**src/rtl/alu_seq_pkg.sv**
```systemverilog
// Shared definitions for the ALU/UART sequencer: FSM state encoding,
// ALU load-strobe one-hot constants and ALU operation codes.
package alu_seq_pkg;

    typedef enum logic [2:0] {
        ST_WAIT_A  = 3'd0,
        ST_WAIT_B  = 3'd1,
        ST_WAIT_OP = 3'd2,
        ST_EXEC    = 3'd3,
        ST_SETTLE  = 3'd4,
        ST_SEND    = 3'd5
    } seq_state_t;

    // One-hot load strobes toward the ALU (shared with the ALU bench)
    localparam logic [2:0] LOAD_A  = 3'b001;
    localparam logic [2:0] LOAD_B  = 3'b010;
    localparam logic [2:0] LOAD_OP = 3'b100;

    // ALU operation codes (low NB_OPERATION bits of the op byte)
    localparam logic [5:0] OP_ADD = 6'h08;
    localparam logic [5:0] OP_SUB = 6'h0A;
    localparam logic [5:0] OP_AND = 6'h0C;
    localparam logic [5:0] OP_OR  = 6'h0D;
    localparam logic [5:0] OP_XOR = 6'h0E;
    localparam logic [5:0] OP_SRL = 6'h02;
    localparam logic [5:0] OP_SRA = 6'h03;
    localparam logic [5:0] OP_NOR = 6'h0F;

    // True while the FSM owns an operation and cannot accept bytes
    function automatic logic is_busy_state(input seq_state_t s);
        return (s == ST_EXEC) || (s == ST_SETTLE) || (s == ST_SEND);
    endfunction

endpackage

```
**src/rtl/alu_uart_sequencer_timer.sv**
```systemverilog
// alu_seq_timer: clearable up-counter that flags the last cycle of an
// inter-byte timeout window. Used only when ALU_SEQ_TIMEOUT_EN is defined.
module alu_seq_timer #(
    parameter int unsigned NB_TIMER       = 26,
    parameter int unsigned TIMEOUT_CYCLES = 50000000
) (
    input  logic i_clock,
    input  logic i_reset,
    input  logic i_clear,
    input  logic i_enable,
    output logic o_expired
);

    localparam logic [NB_TIMER-1:0] TC_LAST = NB_TIMER'(TIMEOUT_CYCLES - 1);

    logic [NB_TIMER-1:0] count;

    // Count enabled cycles; any clear restarts the window from zero
    always_ff @(posedge i_clock) begin
        if (i_reset || i_clear) begin
            count <= '0;
        end else if (i_enable) begin
            count <= count + 1'b1;
        end
    end

    // A clear in the same cycle (byte arrival) suppresses expiry
    assign o_expired = i_enable && !i_clear && (count == TC_LAST);

endmodule

```
**src/rtl/alu_uart_sequencer.sv**
```systemverilog
// alu_uart_sequencer: collects A, B, OP bytes from the UART RX, strobes them
// into the ALU, captures the settled result and hands it to the UART TX.
// Optional inter-byte timeout enabled by defining ALU_SEQ_TIMEOUT_EN.
module alu_uart_sequencer
    import alu_seq_pkg::*;
#(
    parameter int          NB_DATA        = 8,
    parameter int          NB_OPERATION   = 6,
    parameter int unsigned TIMEOUT_CYCLES = 50000000,
    parameter int unsigned NB_TIMER       = 26
) (
    input  logic               i_clock,
    input  logic               i_reset,
    input  logic [NB_DATA-1:0] i_rx_data,
    input  logic               i_rx_valid,
    output logic [NB_DATA-1:0] o_alu_data,
    output logic [2:0]         o_alu_valid,
    input  logic [NB_DATA-1:0] i_alu_result,
    output logic [NB_DATA-1:0] o_tx_data,
    output logic               o_tx_start,
    input  logic               i_tx_ready,
    output logic               o_busy,
    output logic               o_drop,
    output logic               o_timeout
);

    if (NB_OPERATION > NB_DATA || NB_OPERATION < 1) begin : g_bad_nb_operation
        $error("NB_OPERATION must be between 1 and NB_DATA");
    end
    if (longint'(TIMEOUT_CYCLES) > (longint'(1) << NB_TIMER) || TIMEOUT_CYCLES < 1) begin : g_bad_nb_timer
        $error("NB_TIMER too narrow for TIMEOUT_CYCLES");
    end

    seq_state_t         state;
    logic [NB_DATA-1:0] result;
    logic               timer_expired;

`ifdef ALU_SEQ_TIMEOUT_EN
    logic timer_run;
    logic timer_clear;

    // Timer only runs while waiting for B or OP; leaving those states or
    // accepting a byte restarts it
    assign timer_run   = (state == ST_WAIT_B) || (state == ST_WAIT_OP);
    assign timer_clear = !timer_run || i_rx_valid;

    alu_seq_timer #(
        .NB_TIMER       (NB_TIMER),
        .TIMEOUT_CYCLES (TIMEOUT_CYCLES)
    ) u_timer (
        .i_clock   (i_clock),
        .i_reset   (i_reset),
        .i_clear   (timer_clear),
        .i_enable  (timer_run),
        .o_expired (timer_expired)
    );
`else
    assign timer_expired = 1'b0;
`endif

    // Sequencer FSM with all outputs registered
    always_ff @(posedge i_clock) begin
        if (i_reset) begin
            state       <= ST_WAIT_A;
            o_alu_data  <= '0;
            o_alu_valid <= '0;
            o_tx_data   <= '0;
            o_tx_start  <= 1'b0;
            o_busy      <= 1'b0;
            o_drop      <= 1'b0;
            o_timeout   <= 1'b0;
            result      <= '0;
        end else begin
            o_alu_valid <= '0;
            o_tx_start  <= 1'b0;
            o_timeout   <= 1'b0;
            o_drop      <= i_rx_valid && is_busy_state(state);

            case (state)
                ST_WAIT_A: begin
                    if (i_rx_valid) begin
                        o_alu_data  <= i_rx_data;
                        o_alu_valid <= LOAD_A;
                        state       <= ST_WAIT_B;
                    end
                end
                ST_WAIT_B: begin
                    if (i_rx_valid) begin
                        o_alu_data  <= i_rx_data;
                        o_alu_valid <= LOAD_B;
                        state       <= ST_WAIT_OP;
                    end else if (timer_expired) begin
                        o_timeout <= 1'b1;
                        state     <= ST_WAIT_A;
                    end
                end
                ST_WAIT_OP: begin
                    if (i_rx_valid) begin
                        o_alu_data  <= i_rx_data;
                        o_alu_valid <= LOAD_OP;
                        o_busy      <= 1'b1;
                        state       <= ST_EXEC;
                    end else if (timer_expired) begin
                        o_timeout <= 1'b1;
                        state     <= ST_WAIT_A;
                    end
                end
                ST_EXEC: begin
                    state <= ST_SETTLE;
                end
                ST_SETTLE: begin
                    result <= i_alu_result;
                    state  <= ST_SEND;
                end
                ST_SEND: begin
                    if (i_tx_ready) begin
                        o_tx_data  <= result;
                        o_tx_start <= 1'b1;
                        o_busy     <= 1'b0;
                        state      <= ST_WAIT_A;
                    end
                end
                default: begin
                    o_busy <= 1'b0;
                    state  <= ST_WAIT_A;
                end
            endcase
        end
    end

endmodule

```
**config.mk**
```make
export PLATFORM = sky130hd
export DESIGN_NAME = alu_uart_sequencer
export DESIGN_NICKNAME = d
export VERILOG_FILES = /design/src/rtl/alu_seq_pkg.sv /design/src/rtl/alu_uart_sequencer_timer.sv /design/src/rtl/alu_uart_sequencer.sv
export SDC_FILE = /design/constraint.sdc
export NUM_CORES = 1
export LEC_CHECK = 0
export CAP_MARGIN = 20
export CORE_UTILIZATION = 50
export CTS_BUF_LIST = sky130_fd_sc_hd__clkbuf_8
export DETAILED_ROUTE_END_ITERATION = 16
export GPL_TIMING_DRIVEN = 0
export PLACE_DENSITY_LB_ADDON = 0.1
export SLEW_MARGIN = 15
export SYNTH_ARGS = -nofsm -noshare
export SYNTH_HDL_FRONTEND = slang
export SYNTH_SLANG_ARGS = --single-unit
export TNS_END_PERCENT = 20
```
**constraint.sdc**
```tcl
create_clock -name i_clock -period 3.5 [get_ports i_clock]
set_clock_uncertainty 0.2 [all_clocks]
set_input_delay 0.7 -clock i_clock [delete_from_list [all_inputs] [get_ports i_clock]]
set_output_delay 0.7 -clock i_clock [all_outputs]
set_load 0.005 [all_outputs]
```
-- Word-level counts from Yosys, hierarchy flattened
Cells that the tools add are included.
- bits in registers: 33
- input bits: 20
- output and inout port bits: 23
- word-level logic and storage cells: 43
- equal/unequal tests: 9
- mux-type cells: 13
- bitwise operators: 2
- reductions and logical operators: 11
- operator list (kind ; number):
    $pmux W3 S6 ; 1
    $mux W3 ; 5
    $pmux W3 S3 ; 1
    $ne A2 B2 Y1 const B ; 4
    $eq A3 B2 Y1 const B ; 2
    $eq A3 B3 Y1 const B ; 2
    $mux W1 ; 4
    $reduce_and A2 Y1 ; 2
    $reduce_and A4 Y1 ; 1
    $reduce_or A4 Y1 ; 1
    $eq A3 B1 Y1 const B ; 1
    $logic_not A3 Y1 ; 1
    $pmux W1 S3 ; 1
    $reduce_and A3 Y1 ; 1
    $reduce_or A3 Y1 ; 1
    $logic_or A1 B1 Y1 ; 2
    $mux W2 ; 1
    $not A1 Y1 ; 2
    $reduce_or A2 Y1 ; 1
    $logic_and A1 B1 Y1 ; 1

-- Logic depth before layout (Yosys ltp)
- word-level depth: 4
- mapped depth: 5
- mapped depth without buffers: 3

-- Worst setup path before layout
Ideal clock, no wire load.
- path kind: input -> register
- start point: in i_tx_ready
- end point: reg o_tx_data[4]
- setup time: 0.071 ns
- arrival time: 1.249 ns
- data required time: 3.229 ns
- slack: 1.981 ns
- cell stages on the path: 4
- buffers on the path: 1
- cell sequence: and4b_1 -> clkbuf_1 -> nand2_1 -> a21oi_1
- longest elaborated chain between the ends: 1
- ends and longest elaborated chain (item ; RTL line ; source):
    start, declared ; alu_uart_sequencer.sv:21 ; input logic i_tx_ready,
    $reduce_and A2 Y1 (no line) ; -- ;
    end signal, assigned ; alu_uart_sequencer.sv:117 ; o_tx_data <= result;
    end, declared ; alu_uart_sequencer.sv:19 ; output logic [NB_DATA-1:0] o_tx_data,
No other way between the ends.
A chain may end at the register's enable or synchronous reset.

-- Final worst setup path
- start point: reg o_tx_data[1]
- end point: out o_tx_data[1]
No word-level cell between the ends.

==> results.md <==
- RSZ-0062 raised after global routing: no
- Largest net degree at the start of global routing: 13
- Vias: 1154
- Net Count, Synth: 159
- Slew Limit Fails: 0
- Core area: 2300 um^2
- Synth Area in Adders: 0%
- Cts bufs inserted: 5
- Status: completed
- Post-CTS resize count: 0
- Vias in the first global route: 1160
- CTS clk-pin slew, worst paths: 80 ps
- Top Ports: 43
- I/O Buffers: 41
- Layout Nets: 207
- Arrival time worst endpoint: 1170 ps
- WHS: 255 ps
- Tcrit/Tclk final: 59.2%
- Post-Syn Area: 1270 um^2
- Avg Synthesized Cell Area: 9.11 um^2
- Post-CTS setup buffer count: 0
- Die width: 52.3 um
- Final Hold Fails: 0
- CP cell instances: clkdlybuf4s50_1
- Die H: 52.3 um
- Share of cells above drive strength 1: 9.57%
- RePlAce Congestion: 0.853
- Critical path's largest stage delay: 520 ps
- Final min period: 2070 ps
- Routed wire per std cell: 14.3 um
- Synth Register Bits: 33
- Htree depth: 2
- Min-Delay Path Class: register to register
- Worst-Skew Late Latency: 290 ps
- Antenna violations before repair: 0
- Lkg Pwr: 0.660 nW
- Antenna cell count: 0
- Area growth, synth to finish: 44.3%
- Initial drt markers: 29
- R2R Setup Slk: 1970 ps
- GRT overflow: 0
- Synth Instances: 139
- Max Clk Rate: 483 MHz
- Ys Warns: 0
- DRC Markers: 0
- CP startpoint kind: register
- Die area: 2740 um^2
- Post-DRT Antenna Nets: 0
- Main combinational cell family by area after synthesis: simple AND/OR/NAND/NOR gates
- CTS Root Cell: clkbuf_8
- CTS tree: yes
- Overall routed net length: 3100 um
- Core Rows: 17
- Post-CTS Hold Buffers: 0
- VDD IR max: 495 uV
- Initial core utilization: 55.1%
- CP Capture Type: output port
- PD cells: 461 nW/um^2
- CP top delay family: buffers and inverters
- Maximum root-to-sink buffer count: 2
- Clk sink count: 33
- Synth Area in Compound Gates: 12.2%
- Slowest CP cell: clkdlybuf4s50_1
- CP Data Required Time: 2600 ps
- Netlist cell types: 27
- Worst-path fanout max: 2
- Fillers: 163
- Total Neg Setup Slack: 0 ps
- Post-detail-place hpwl: 2110 um
- Final setup fails: 0
- Post-synthesis sequential area ratio: 52.2%
- DR vias/cell: 5.34
- Synth Area in Simple Gates: 23.9%
- Total GRT Usage: 25.7%
- XOR/XNOR share of the synthesized area: 0%
- Maxcap violations: 0
- Mux contribution to synthesized area: 6.32%
- Kind of critical path: register to output port
- First-pass GRT wire length: 5000 um
- Crit path buffers/inverters: 1
- Initial DRT Pass Iterations: 4
==> area by class of cell <==
| type | count | area [um^2] | share of cell area (%) |
|---|---|---|---|
| Tap cell | 28 | 35.0 | 1.92 |
| Clock inverter | 3 | 46.3 | 2.53 |
| Buffer | 11 | 65.1 | 3.56 |
| Sequential cell | 33 | 661 | 36.2 |
| Multi-Input combinational cell | 95 | 541 | 29.6 |
| Clock buffer | 5 | 68.8 | 3.77 |
| Timing Repair Buffer | 41 | 410 | 22.5 |
==> per-layer routing <==
metal  vias up  routed length (um)  track usage (%)
met2        39                1630             46.8
met5         -                   0                0
met3         4                 191             10.7
met1       544                1260             26.4
met4         0                  23             7.46
li1        567                   -                -
==> worst register-to-register path, stage by stage, from the launching register on <==
cell	delay (ps)
dfxtp_1	350
buf_2	190
nor3b_2	210
buf_6	190
mux2i_1	220
nor2_1	50
==> cell usage in the layout (no fill, tap or decap), types with 2 or more instances in the layout <==
cell type	n
clkbuf_1	2
dfxtp_1	33
mux2i_1	8
clkdlybuf4s50_1	41
nor2_1	11
a21oi_1	20
buf_6	2
nand3b_1	3
clkbuf_8	5
o21ai_0	8
buf_1	2
buf_2	4
nand2b_1	4
nand3_1	8
nor4b_1	2
nand2_1	19
==> sequential cells by signal (all words and copies together), names as in the netlist <==
register / cells
o_drop: 1
o_alu_valid: 3
o_tx_start: 1
result: 8
o_alu_data: 8
state: 3
o_busy: 1
o_tx_data: 8
==> worst paths after layout <==
| path | from | to | depth (start not counted) |
|---|---|---|---|
| worst max-delay path | o_tx_data[1]$_SDFFE_PP0P_ | o_tx_data[1] | 1 |
| worst min-delay path | result[6]$_SDFFE_PP0N_ | o_tx_data[6]$_SDFFE_PP0P_ | 2 |
| worst max register to register | state[1]$_SDFFE_PP0P_ | result[3]$_SDFFE_PP0N_ | 5 |
| worst min register to register | result[6]$_SDFFE_PP0N_ | o_tx_data[6]$_SDFFE_PP0P_ | 2 |
==> where the power goes <==
part           switching [W]  total [W]  internal, W  leakage, nW
combinational      0.0000359  0.0000856    0.0000497        0.338
sequential        0.00000721   0.000394     0.000387        0.268
clock               0.000149   0.000362     0.000213       0.0543
total               0.000192   0.000842     0.000650        0.660
==> cell families after synthesis <==
kind of cell	after synthesis
and+or+nand+nor	56
DFF	33
AOI/OAI and AO/OA	30
buffers and inverters	11
muxes	8
other	1
==> through the flow <==
step | total power [W] | utilization, % | cells | instance area (um^2) | worst slack [ps]
global route | 0.000867 | 79.5 | 216 | 1830 | 1370
floorplan | 0.000437 | - | 139 | 1270 | 1980
detailed placement | 0.000486 | 74.5 | 208 | 1710 | 1230
global placement | 0.000483 | 74.5 | 208 | 1710 | 1270
finish | 0.000842 | 79.5 | 216 | 1830 | 1430
CTS | 0.000841 | 79.5 | 216 | 1830 | 1430
==> synth_stat cells, drive strengths merged <==
| master | number | share of area, % |
|---|---|---|
| and2 | 1 | 0.49 |
| nor4b | 2 | 1.4 |
| nor4 | 1 | 0.49 |
| or2b | 1 | 0.59 |
| conb | 1 | 0.30 |
| dfxtp | 33 | 52 |
| a31oi | 1 | 0.49 |
| and4b | 1 | 0.79 |
| nand3b | 3 | 1.8 |
| nand2 | 19 | 5.6 |
| o21ai | 8 | 3.2 |
| buf | 9 | 4.5 |
| a21oi | 20 | 7.9 |
| nand2b | 5 | 3.1 |
| or2 | 1 | 0.49 |
| nor3b | 1 | 0.99 |
| nor2 | 11 | 3.3 |
| mux2i | 8 | 6.3 |
| nand4b | 1 | 1.2 |
| a211oi | 1 | 0.59 |
| clkbuf | 2 | 0.59 |
| and2b | 1 | 0.59 |
| nand3 | 8 | 3.2 |
Power figures use the tool's default switching activity.
